**src/rtl/ex_alu_arbiter_pkg.sv**
```systemverilog
// Shared ALU definitions for the EX-stage ALU arbiter: opcode width, opcodes
// and a width helper for requester indices.
package ex_alu_arbiter_pkg;

  localparam int ALUOP_L = 5;

  localparam logic [ALUOP_L-1:0] ALU_ADD = 5'd0;
  localparam logic [ALUOP_L-1:0] ALU_SUB = 5'd1;
  localparam logic [ALUOP_L-1:0] ALU_AND = 5'd2;
  localparam logic [ALUOP_L-1:0] ALU_OR  = 5'd3;
  localparam logic [ALUOP_L-1:0] ALU_XOR = 5'd4;

  // A single requester still needs a 1-bit index vector.
  function automatic int idx_width(input int n);
    return (n > 1) ? $clog2(n) : 1;
  endfunction

endpackage

```
**src/rtl/ex_alu_arbiter_rr_arb_pick.sv**
```systemverilog
// Round-robin pick: first set request bit scanning upward from ptr with wrap.
// Purely combinational; returns one-hot pick, its index and an any-request flag.
module ex_alu_arbiter_rr_arb_pick
  import ex_alu_arbiter_pkg::*;
#(
  parameter  int NREQ  = 2,
  localparam int IDX_W = idx_width(NREQ)
) (
  input  logic [NREQ-1:0]  req,
  input  logic [IDX_W-1:0] ptr,
  output logic [NREQ-1:0]  pick,
  output logic [IDX_W-1:0] idx,
  output logic             any
);

  int j;

  // NOTE: every output gets a default before the loop so no latch is inferred.
  always_comb begin
    j   = 0;
    idx = '0;
    any = 1'b0;
    for (int k = 0; k < NREQ; k++) begin
      j = int'(ptr) + k;
      if (j >= NREQ) j = j - NREQ;
      if (!any && req[j]) begin
        any = 1'b1;
        idx = IDX_W'(j);
      end
    end
    pick = any ? (NREQ'(1) << idx) : '0;
  end

endmodule

```
**src/rtl/ex_alu_arbiter.sv**
```systemverilog
// Shares one multi-cycle ALU (run/ack handshake) between NREQ EX-stage requesters
// with round-robin grant, one-cycle done pulse and a sticky no-ack timeout flag.
module ex_alu_arbiter
  import ex_alu_arbiter_pkg::*;
#(
  parameter int REG_SZ  = 32,
  parameter int OP_W    = ALUOP_L,
  parameter int NREQ    = 2,
  parameter int TIMEOUT = 16
) (
  input  logic                   clk,
  input  logic                   rst,
  input  logic [NREQ-1:0]        req,
  input  logic [NREQ*OP_W-1:0]   req_op,
  input  logic [NREQ*REG_SZ-1:0] req_opr1,
  input  logic [NREQ*REG_SZ-1:0] req_opr2,
  input  logic [NREQ-1:0]        req_c,
  output logic [NREQ-1:0]        gnt,
  output logic [NREQ-1:0]        done,
  output logic [REG_SZ-1:0]      ans,
  output logic                   busy,
  output logic                   timeout_err,
  output logic                   alu_run,
  output logic [OP_W-1:0]        alu_op,
  output logic [REG_SZ-1:0]      alu_opr1,
  output logic [REG_SZ-1:0]      alu_opr2,
  output logic                   alu_c,
  input  logic [REG_SZ-1:0]      alu_ans,
  input  logic                   alu_ack
);

  localparam int IDX_W = idx_width(NREQ);
  localparam int CNT_W = $clog2(TIMEOUT);
  localparam logic [CNT_W-1:0] CNT_LAST = CNT_W'(TIMEOUT - 1);

  localparam logic [1:0] S_IDLE  = 2'd0;
  localparam logic [1:0] S_ISSUE = 2'd1;
  localparam logic [1:0] S_WAIT  = 2'd2;
  localparam logic [1:0] S_DONE  = 2'd3;

  logic [1:0]       state;
  logic [IDX_W-1:0] ptr;
  logic [IDX_W-1:0] idx_q;
  logic [IDX_W-1:0] ptr_next;
  logic [CNT_W-1:0] cnt;
  logic             ack_q;
  logic             ack_rise;
  logic [NREQ-1:0]  pick;
  logic [IDX_W-1:0] pick_idx;
  logic             pick_any;

  ex_alu_arbiter_rr_arb_pick #(.NREQ(NREQ)) u_pick (
    .req  (req),
    .ptr  (ptr),
    .pick (pick),
    .idx  (pick_idx),
    .any  (pick_any)
  );

  // An ack that is already high when WAIT starts is stale; only a fresh edge counts.
  assign ack_rise = alu_ack & ~ack_q;
  assign ptr_next = (int'(idx_q) == NREQ - 1) ? '0 : idx_q + IDX_W'(1);

  // NOTE: sequential state uses non-blocking assignments only, so every register
  // sees the pre-edge values of the others regardless of statement order.
  always_ff @(posedge clk or negedge rst) begin
    if (!rst) begin
      state       <= S_IDLE;
      ptr         <= '0;
      idx_q       <= '0;
      cnt         <= '0;
      ack_q       <= 1'b0;
      gnt         <= '0;
      done        <= '0;
      ans         <= '0;
      busy        <= 1'b0;
      timeout_err <= 1'b0;
      alu_run     <= 1'b0;
      alu_op      <= '0;
      alu_opr1    <= '0;
      alu_opr2    <= '0;
      alu_c       <= 1'b0;
    end else begin
      ack_q <= alu_ack;
      case (state)
        S_IDLE: begin
          if (pick_any) begin
            idx_q    <= pick_idx;
            gnt      <= pick;
            alu_op   <= req_op[int'(pick_idx)*OP_W +: OP_W];
            alu_opr1 <= req_opr1[int'(pick_idx)*REG_SZ +: REG_SZ];
            alu_opr2 <= req_opr2[int'(pick_idx)*REG_SZ +: REG_SZ];
            alu_c    <= req_c[pick_idx];
            alu_run  <= 1'b1;
            busy     <= 1'b1;
            state    <= S_ISSUE;
          end
        end
        S_ISSUE: begin
          alu_run <= 1'b0;
          cnt     <= '0;
          state   <= S_WAIT;
        end
        S_WAIT: begin
          if (ack_rise) begin
            ans   <= alu_ans;
            done  <= gnt;
            ptr   <= ptr_next;
            state <= S_DONE;
          end else if (cnt == CNT_LAST) begin
            // Forced completion keeps the requester from stalling forever.
            ans         <= '0;
            done        <= gnt;
            timeout_err <= 1'b1;
            ptr         <= ptr_next;
            state       <= S_DONE;
          end else begin
            cnt <= cnt + CNT_W'(1);
          end
        end
        default: begin
          // DONE masks the finished requester's req for the cycle it takes to drop it.
          done  <= '0;
          gnt   <= '0;
          busy  <= 1'b0;
          state <= S_IDLE;
        end
      endcase
    end
  end

endmodule

```
**config.mk**
```make
export PLATFORM = sky130hd
export DESIGN_NAME = ex_alu_arbiter
export DESIGN_NICKNAME = d
export VERILOG_FILES = /design/src/rtl/ex_alu_arbiter_pkg.sv /design/src/rtl/ex_alu_arbiter_rr_arb_pick.sv /design/src/rtl/ex_alu_arbiter.sv
export SDC_FILE = /design/constraint.sdc
export NUM_CORES = 1
export LEC_CHECK = 0
export BUFFER_PORTS_ARGS = -buffer_cell sky130_fd_sc_hd__buf_2
export CORE_MARGIN = 2
export CORE_UTILIZATION = 40
export DETAILED_ROUTE_END_ITERATION = 7
export PLACE_DENSITY = 0.85
export SYNTH_ARGS = -nofsm -noshare
export SYNTH_HDL_FRONTEND = slang
export SYNTH_SLANG_ARGS = --single-unit
```
**constraint.sdc**
```tcl
create_clock -name clk -period 1.3 [get_ports clk]
set_input_delay 0.195 -clock clk [delete_from_list [all_inputs] [get_ports clk]]
set_output_delay 0.195 -clock clk [all_outputs]
set_load 0.05 [all_outputs]
```
# Yosys cells after proc, flatten, opt, wreduce, memory -nomap -nowiden
# Cells that the tools add are included.
# classes
n_lt_le_gt_ge	5
addsub	5
muxes	34
shift	4
mul	1
eq_ne	7
n_div	0
bitwise_logic	5
reduce_logical	16
# ops
operator	n
$mux 32	4
$shiftx 64x7->32	2
$lt 32x3->1 const B	2
$ge 32x3->1 const B	1
$sub 32x3->32 const B	1
$mux 1	16
$mux 2	6
$reduce_and 2->1	6
$shiftx 10x5->5	1
$mux 4	2
$pmux 2 s2	2
$pmux 4 s2	1
$ne 2x2->1 const B	3
$pmux 2 s3	1
$reduce_and 3->1	2
$reduce_bool 2->1	3
$add 4x1->4 const B	1
$eq 4x4->1 const B	1
$mul 1x3->4 const B	1
$not 1->1	4
$pmux 1 s2	2
$reduce_or 2->1	2
$ne 3x3->1 const B	1
$sub 1x2->3 const B	1
other kinds (11)	11
# word_totals
out_inout_bits	109
word_cells	92
ff_bits	118
mem_bits_rw	0
latch_bits	0
memories	0
inputBits	177
rom_bits	0

# Longest topological paths before layout
# Gate-level depths: netlist of the first run.
# logic_depth
ltp_word	12
depth_mapped	8
ltp_nobuf	6

# By module
# A second synthesis of the first run with hierarchy kept.
# unflattened
hier_cells	460
hier_area_um2	5282.6
# by_module_without_submodules
mod	n_inst	area_per_inst_um2	seq_area_each_um2	cells_per_inst
ex_alu_arbiter	1	5250.0	2952.8	455
ex_alu_arbiter_rr_arb_pick	1	32.5	0.0	5

# Least setup slack after synthesis of the first run
# Ideal clock, no wire load.
# synth_timing
path_type	reg2reg
start	register state[0]
end	register done[0]
arrival_ns	1.382
synth_period_minus_slack_ns	1.461
setup_time_ns	0.079
n_path_buf	1
slack_ns	-0.161
required_time_ns	1.221
path_stages_with_launch	8
cell_sequence	dfrtp_1 inv_1 ha_1 buf_4 inv_1 nor3_4 nor3_1 mux2i_1
# synth_between
elab_chain_len	4
elab_cells_between_ends	8
classes_between	3 x eq/ne; 1 x mux; 1 x bitwise; 3 x reduce/logical
# synth_lines
element	line	text
start: declaration	ex_alu_arbiter.sv:41	logic [1:0] state;
start signal: assignment	ex_alu_arbiter.sv:68	state <= S_IDLE;
start signal: assignment	ex_alu_arbiter.sv:96	state <= S_ISSUE;
start signal: assignment	ex_alu_arbiter.sv:102	state <= S_WAIT;
$eq 2x1->1 or $logic_not 2->1 (tied branches)	ex_alu_arbiter.sv:85	case (state)
$reduce_or 2->1 (no line)	n/a	
$not 1->1 (no line)	n/a	
$reduce_and 2->1 (no line)	n/a	
end signal: assignment	ex_alu_arbiter.sv:107	done <= gnt;
end signal: assignment	ex_alu_arbiter.sv:113	done <= gnt;
end: declaration	ex_alu_arbiter.sv:19	output logic [NREQ-1:0] done,
# Several ways; a longest one is shown, not always the timed one.
# A chain may end at the register's enable or synchronous reset.

# Worst setup path in the final report of the first run
# layout_timing
start	register state[0]
end	register alu_opr1[4]
# layout_between
elab_chain_len	2
# layout_lines
element	line	text
$logic_not 2->1	ex_alu_arbiter.sv:85	
$reduce_and 2->1 (no line)	n/a	
end signal: assignment	ex_alu_arbiter.sv:91	alu_opr1 <= req_opr1[int'(pick_idx)*REG_SZ +: REG_SZ];
end: declaration	ex_alu_arbiter.sv:25	output logic [REG_SZ-1:0] alu_opr1,
# No other way between the ends.

==> results of run 1 <==
[sequential cells by signal, indices dropped and copies added (netlist names), 2 cells and up]
register,cells
done,2
cnt,4
alu_opr2,32
alu_op,5
ans,32
gnt,2
alu_opr1,32
state,2
[per-layer routing]
layer  GRT usage  vias up  share of wire
met3      0.0804       50          0.071
met2       0.441      260           0.52
met1       0.305     2558           0.37
met5           0        -              0
li1            -     2349              -
met4       0.121        0          0.035
[worst max-delay path, stage by stage (launching register included)]
cell     delay (ps)
dfrtp_1         400
inv_2           120
ha_4            170
o21ai_4         120
buf_12          160
buf_8           120
buf_12          140
nand2_4          70
o21ai_2          70
[kinds of logic (layout without fill, tap and decap cells)]
kind of cell,after synthesis,after routing,share of synthesized area
other,0,4,0
DFF,118,118,0.567
muxes,75,75,0.144
and+or+nand+nor,92,93,0.0779
adders and majority gates,4,4,0.00961
AOI/OAI and AO/OA,120,121,0.146
buffers and inverters,41,420,0.0548
[path summary, 6_finish.rpt]
kind	start	to	slack [ps]	depth (start not counted)
max in group asynchronous	rst	ans[17]$_DFFE_PN0P_	530	3
hold reg to reg	idx_q$_DFFE_PN0P_	ptr$_DFFE_PN0P_	480	1
setup reg to reg	state[0]$_DFFE_PN0P_	alu_opr1[4]$_DFFE_PN0P_	-200	8
hold / removal	alu_ans[15]	ans[15]$_DFFE_PN0P_	20	2
setup / recovery	state[0]$_DFFE_PN0P_	alu_opr1[4]$_DFFE_PN0P_	-200	8
min in group asynchronous	rst	busy$_DFFE_PN0P_	210	2
[power groups by stage]
stage	clock, mW	combinational (mW)	sequential [mW]
after CTS	4.84	14.7	6.38
after global routing	5.06	16.8	6.86
after floorplan	0	3.50	11.7
final	4.81	16.1	6.69
after detailed placement	0	12.1	6.25
after global placement	0	11.8	6.19
[cell type report]
| type | count | area share |
|---|---|---|
| antenna | 4 | 0.00109 |
| clock buffer | 20 | 0.0497 |
| clock inverter | 12 | 0.0166 |
| inverter | 10 | 0.00436 |
| multi-input combinational | 293 | 0.278 |
| sequential | 118 | 0.321 |
| tap | 172 | 0.0234 |
| timing repair buffer | 378 | 0.305 |
[stage by stage]
step                TNS (ps)  utilization  hold WS (ps)
finish                -12310        0.725          17.8
global route          -17820        0.725       -0.0492
CTS                    -9930        0.689         0.510
detailed placement    -10410        0.552          94.2
global placement       -6020        0.552          92.1
floorplan              -4970            -          -101
[Yosys cell counts (all sizes together)]
cell type / n
a22o: 34
o22a: 2
mux2i: 75
ha: 4
o21ai: 74
nand2: 79
nor3: 3
dfrtp: 118
a32o: 1
o22ai: 3
nor2: 4
and3: 1
clkbuf: 6
o21bai: 1
a21oi: 5
nand2b: 2
buf: 25
nand4: 2
and2b: 1
inv: 10
[repair_timing]
item                                   CTS  global route
gates cloned                            17             5
endpoints found under the hold margin  125             0
resized for setup                      112           136
hold buffers                            17             0
pin swaps                               57            49
setup endpoints to repair              112           123
setup buffers                           15            11
==> impl_metrics.toml, run 1 <==
[pwr]
p_sw_frac = 0.476
internal-power_mw = 14.4
peakVddDrop_mv = 2.06
seq_power_share = 0.242
finalPower_mw = 27.6
clkPwrFrac = 0.175
combPwrFrac = 0.583
p_switching_mw = 13.1
p_leak_nw = 4.81
cellPowerDensity_mw_per_mm2 = 3000

[synth]
yosysSeqAreaShare = 0.567
synth.net_count = 631
synth_warnings = 0
postSynthAreaPerCell_um2 = 11.6
synth-seq-cells = 118
yosysUniqueCellTypes = 29
yosysTopAreaCell = "dfrtp_1"
synth_top_area_frac = 0.567
syn_area_mm2 = 0.00521
syn_inst = 450
synthTopCellsByArea = "dfrtp_1 (57%), mux2i_1 (14%), o21ai_1 (6.6%)"

[cells_and_area]
stdcell_area_mm2 = 0.00919
multi_input_area_mm2 = 0.00256
drive_above_1_share = 0.619
final_common_cell = "buf_2"
num-fill-cells = 812
nets = 999
seq_area_mm2 = 0.00295
layout.cells.non_filler = 1007
areaGrowthSynthToFinish_pct = 76.5
final_cell_mix = "buf_2 (249), dfrtp_1 (118), mux2i_1 (63)"

[placement]
portBuffers = 285
place_area_mm2 = 0.00700
dpl_worst_slack_ps = -136
dpl.hpwl_mm = 10.9
gp_congestion = 0.831
place_inst = 914

[timing]
worst_slack_ps = -202
finalCriticalPeriod_ps = 1500
slew_viol_final = 0
rsz0062_at_grt = "yes"
setup_viol_count_final = 112
skew_ps = 10.5
timing.final.crit_share = 1.16
hold_viol_final = 0
slew_headroom = 0.741
worst_pin_slew_ps = 387
max_freq_mhz = 666

[grt]
antenna_found_initial = 4
grt_max_degree = 53
grt_pass1_vias = 5422
grt_overflow_total = 0
grt_pass1_wl_mm = 28.3
grt_usage = 0.262

[route]
wl_mm = 19.3
first_pass_iters = 4
drtIter0Drc = 306
vias = 5217
drc = 0
vias_per_cell = 5.18
avgRoutedWirePerCell_um = 19.1
antenna_left = 0

[job]
max_cap_viol_count = 0

[floorplan]
die_h_um = 118
io_pins = 286
start_util = 0.411
die_x_um = 118
core_area_mm2 = 0.0127
die_area_mm2 = 0.0139
std_cell_rows = 41

[run_status]
violations = "negative setup slack"
status = "finished with violations"

[clock_network]
cts_root_buf = "clkbuf_16"
htree_levels = 4
clk_latency_ps = 420
clkTransAtPathRegs_ps = 60
cts_tree = "built"
cts.path.max_buffers = 2
clock_sinks = 118
cts_made_buffers = 17

[worst_setup_path]
critical_path_class = "reg -> reg"
endpoint_kind = "flip-flop"
worstPathRequired_ps = 1600
crit_arrival_ps = 1800
crit_fanout = 8
start_kind = "flip-flop"

[min_path]
hp-class = "in -> reg"
Note: power is estimated with default switching activity, not from simulation.
==> run 2, diff against run 1 <==
Settings changed: CORE_UTILIZATION 40 to 42, CTS_BUF_LIST set to sky130_fd_sc_hd__clkbuf_8, PLACE_DENSITY 0.85 to 0.88.
==> impl_metrics.toml, run 2 (synthesis gave the netlist of run 1 again) <==
[run_status]
status = "finished with violations"
violations = "negative setup slack"

[worst_setup_path]
critPathCapture = "ans[24]$_DFFE_PN0P_"
r2r_end = "ans[24]$_DFFE_PN0P_"
start_kind = "flip-flop"
endpoint_kind = "flip-flop"
crit_fanout = 16
r2r_start = "cnt[0]$_DFFE_PN0P_"
reg2reg_depth = 5
worstPathRequired_ps = 1670
critical_path_class = "reg -> reg"
crit_arrival_ps = 1800
r2r_slack_ps = -130
startpoint = "cnt[0]$_DFFE_PN0P_"

[floorplan]
core_area_mm2 = 0.0121
die_x_um = 115
start_util = 0.432
io_pins = 286
die_area_mm2 = 0.0133
die_h_um = 115
std_cell_rows = 40

[grt]
grt_pass1_wl_mm = 24.2
grt_overflow_total = 0
antenna_found_initial = 1
grt_max_degree = 41
grt_usage = 0.239
grt_pass1_vias = 4940

[cells_and_area]
final_cell_mix = "buf_2 (218), dfrtp_1 (118), o21ai_1 (52)"
top_regs = "alu_opr1: 32 flops, alu_opr2: 32 flops, ans: 32 flops"
areaGrowthSynthToFinish_pct = 69.7
drive_above_1_share = 0.583
nets = 1011
post-route-util = 0.732
final_common_cell = "buf_2"

[route]
wl_mm = 19.0
vias_per_cell = 5.18
vias = 5240
drc = 0
first_pass_iters = 5
antenna_left = 0
drtIter0Drc = 286
avgRoutedWirePerCell_um = 18.8

[clock_network]
cts.path.max_buffers = 2
cts_tree = "built"
clkTransAtPathRegs_ps = 80
clk_latency_ps = 440
cts_made_buffers = 17
clock_sinks = 118
htree_levels = 4
cts_root_buf = "clkbuf_8"

[timing]
finalCriticalPeriod_ps = 1430
hold_viol_final = 0
worst_pin_slew_ps = 436
setup_viol_count_final = 104
worst_slack_ps = -127
max_freq_mhz = 701
rsz0062_at_grt = "yes"
skew_ps = 14.9
tns_ps = -5620
slew_headroom = 0.708
slew_viol_final = 0
timing.final.crit_share = 1.10

[pwr]
peakVddDrop_mv = 1.77
p_leak_nw = 4.56
finalPower_mw = 25.0
cellPowerDensity_mw_per_mm2 = 2830

[placement]
portBuffers = 285
dpl.hpwl_mm = 10.6
dpl_worst_slack_ps = -146
gp_congestion = 0.779

[job]
max_cap_viol_count = 0

[min_path]
hp-class = "in -> reg"
## run 2: power breakdown
group | switching (mW) | total (mW) | leakage, nW | internal [mW]
Clock | 1.46 | 3.28 | 0.204 | 1.81
Sequential | 1.21 | 6.59 | 1.47 | 5.37
Combinational | 9.83 | 15.1 | 2.88 | 5.32
Total | 12.5 | 25.0 | 4.56 | 12.5
## run 2: how the worst min path moves through the flow
| stage | cells after the start | slack [ps] | end | from |
|---|---|---|---|---|
| 2_1_floorplan | 0 | -100 | ack_q$_DFF_PN0_ | rst |
| 3_3_place_gp | 1 | 150 | alu_opr2[30]$_DFFE_PN0P_ | rst |
| 3_5_place_dp | 1 | 150 | alu_opr2[30]$_DFFE_PN0P_ | rst |
| 4_1_cts | 3 | 1 | alu_opr1[25]$_DFFE_PN0P_ | req_opr1[57] |
| 5_1_grt | 2 | 20 | ans[12]$_DFFE_PN0P_ | alu_ans[12] |
| 6_report | 2 | 20 | ans[12]$_DFFE_PN0P_ | alu_ans[12] |
## run 2: worst max-delay path, cell delays in order, from the launching register on
cell and delay (ps):
dfrtp_1 380, ha_2 190, and3_4 170, o21ai_4 230
buf_12 190, a22o_1 200
## run 2: metrics by stage
stage               area (µm²)  cells  hold slack (ps)
global placement          7080    921              146
detailed placement        7080    921              148
CTS                       7930    992             1.33
finish                    8830   1011             22.3
global route              8830   1011             24.9
floorplan                 5250    450             -101
## run 2: layer usage
metal / part of all wire / GRT usage / wire [µm] / vias to the layer above
met5: 0 / 0 / 0 / -
met4: 0.025 / 0.101 / 481 / 0
met3: 0.063 / 0.0617 / 1190 / 48
met2: 0.53 / 0.425 / 10200 / 262
met1: 0.38 / 0.271 / 7170 / 2562
li1: - / - / - / 2368
## run 2: layout make-up
type / count / area [µm²]
multi-input combinational: 295 / 2440
sequential: 118 / 2950
clock buffer: 20 / 275
fill: 776 / 3230
tap: 168 / 210
clock inverter: 11 / 110
timing repair buffer: 388 / 2800
inverter: 10 / 42.5
antenna: 1 / 2.50
## run 2: timing repair
item                                    4_1_cts  5_1_grt
setup buffers                                 4        5
hold endpoints to repair                     57        0
endpoints found under the setup margin      116      154
hold buffers                                 33        0
pin swaps                                     4       46
cloned                                        3       13
resized for setup                            24      201
==> run 3, diff against run 2 <==
Settings changed: REMOVE_ABC_BUFFERS set to 1.
==> impl_metrics.toml, run 3 (synthesis gave the netlist of run 1 again) <==
[run_status]
violations = "negative setup slack"
status = "finished with violations"

[route]
wl_met3_mm = 1.43
drtIter0Drc = 365
wl_mm = 19.1
antenna_left = 0
avgRoutedWirePerCell_um = 19.0
top_layer = "met4"
vias = 5139
wl_met1_mm = 6.85
vias_per_cell = 5.10
wl_met2_mm = 10.2
drc = 0
first_pass_iters = 4

[floorplan]
core_area_mm2 = 0.0121
die_x_um = 115
die_area_mm2 = 0.0133
start_util = 0.432
io_pins = 286
die_h_um = 115
std_cell_rows = 40

[worst_setup_path]
r2r_end = "alu_opr2[10]$_DFFE_PN0P_"
r2r_start = "ptr$_DFFE_PN0P_"
endpoint_kind = "flip-flop"
critical_path_class = "reg -> reg"
cpLargestDelayFamily = "flip-flops"
crit_fanout = 6
reg2reg_depth = 6
crit_arrival_ps = 1790
cp_num_buf_inv = 2
cp.depth = 6
cpMaxStageDelayCell = "dfrtp_1"
cpMostUsedCell = "buf_12"
start_kind = "flip-flop"
cp_cell_sequence = "nand2b_4 > buf_12 > nand2_8 > buf_12 > mux2i_1 > o21ai_1"
worstPathRequired_ps = 1630
slowest_delay_ps = 380
r2r_slack_ps = -160

[placement]
gp_congestion = 0.830
dpl.hpwl_mm = 11.0
place_inst = 906
dpl_worst_slack_ps = -145
portBuffers = 285

[timing]
finalCriticalPeriod_ps = 1460
skew_ps = 8.39
hold_viol_final = 0
timing.final.crit_share = 1.13
setup_viol_count_final = 114
worst_pin_slew_ps = 438
max_freq_mhz = 683
slew_headroom = 0.707
rsz0062_at_grt = "yes"
slew_viol_final = 0
worst_slack_ps = -164

[cells_and_area]
final_cell_mix = "buf_2 (210), dfrtp_1 (117), mux2i_1 (63)"
final_common_cell = "buf_2"
areaGrowthSynthToFinish_pct = 69.1
nets = 1007
num-fill-cells = 807
drive_above_1_share = 0.546
layout.cells.non_filler = 1008
top_regs = "alu_opr1: 32 flops, alu_opr2: 32 flops, ans: 32 flops"

[clock_network]
cts_root_buf = "clkbuf_8"
clkTransAtPathRegs_ps = 70
cts_tree = "built"
clk_latency_ps = 440
cts_made_buffers = 17
clock_sinks = 118
htree_levels = 4
cts.path.max_buffers = 2

[min_path]
hp-class = "in -> reg"
worstHoldPathCells = 3
hold_start = "req_opr2[48]"
holdPathEnd = "alu_opr2[16]$_DFFE_PN0P_"

[grt]
grt_pass1_wl_mm = 25.5
grt_usage = 0.253
grt_pass1_vias = 5109
antenna_found_initial = 1
grt_max_degree = 57
grt_overflow_total = 0

[pwr]
p_leak_nw = 4.60
cellPowerDensity_mw_per_mm2 = 2840
finalPower_mw = 25.0
peakVddDrop_mv = 1.62

[job]
max_cap_viol_count = 0
==> run 3: changes by cell type in the layout (fill, tap and decap cells not counted), moves of 5 or more <==
cell	delta
mux2i_1	+14
dlygate4sd3_1	+9
buf_4	-5
nand2_2	-7
nand2_1	+6
buf_2	-8
mux2i_2	-14
==> run 3: area by class of cell <==
type,instances,area [µm²],share of cell area
Multi-Input combinational cell,294,2350,0.267
Clock buffer,19,262,0.0297
Tap cell,168,210,0.0239
Inverter,10,40.0,0.00455
Antenna cell,1,2.50,0.000284
Clock inverter,13,139,0.0158
Sequential cell,118,2950,0.336
Timing Repair Buffer,385,2850,0.324
==> run 3: worst max-delay path by stage <==
stage	startpoint	to	slack, ps
floorplan	req[1]	alu_opr2[28]$_DFFE_PN0P_	-1030
global placement	state[0]$_DFFE_PN0P_	done[0]$_DFFE_PN0P_	-80
detailed placement	cnt[1]$_DFFE_PN0P_	done[0]$_DFFE_PN0P_	-150
CTS	cnt[0]$_DFFE_PN0P_	ans[0]$_DFFE_PN0P_	-100
global route	ptr$_DFFE_PN0P_	alu_opr2[10]$_DFFE_PN0P_	-210
finish	ptr$_DFFE_PN0P_	alu_opr2[10]$_DFFE_PN0P_	-160
==> run 3: timing repair <==
item	4_1_cts	5_1_grt
pin swaps	4	28
setup buffers	4	5
cloned	3	15
resized for setup	54	162
setup endpoints to repair	129	167
hold buffers	42	0
hold endpoints to repair	159	0
==> run 3: per-layer routing <==
layer	track usage	vias up
li1	-	2359
met1	0.272	2485
met2	0.449	247
met3	0.0865	48
met4	0.112	0
met5	0	-
==> run 3: metrics by stage <==
stage / hold WS, ps / area [µm²] / setup TNS, ps / util
global route: 5.35 / 8800 / -17240 / 0.730
CTS: 0.124 / 8060 / -5030 / 0.668
global placement: 46.7 / 6960 / -4130 / 0.577
detailed placement: 50.4 / 6960 / -10540 / 0.577
floorplan: -101 / 4960 / -96390 / -
finish: 21.1 / 8800 / -11330 / 0.730
==> run 3: worst min-delay path, stage by stage <==
cell and delay (ps):
buf_2 80, mux2i_1 60, o21ai_2 100
==> run 3: report_power, final <==
group          internal (mW)  switching, mW
logic                   5.29           9.72
clock network           1.95           1.47
registers               5.37           1.18
total                   12.6           12.4
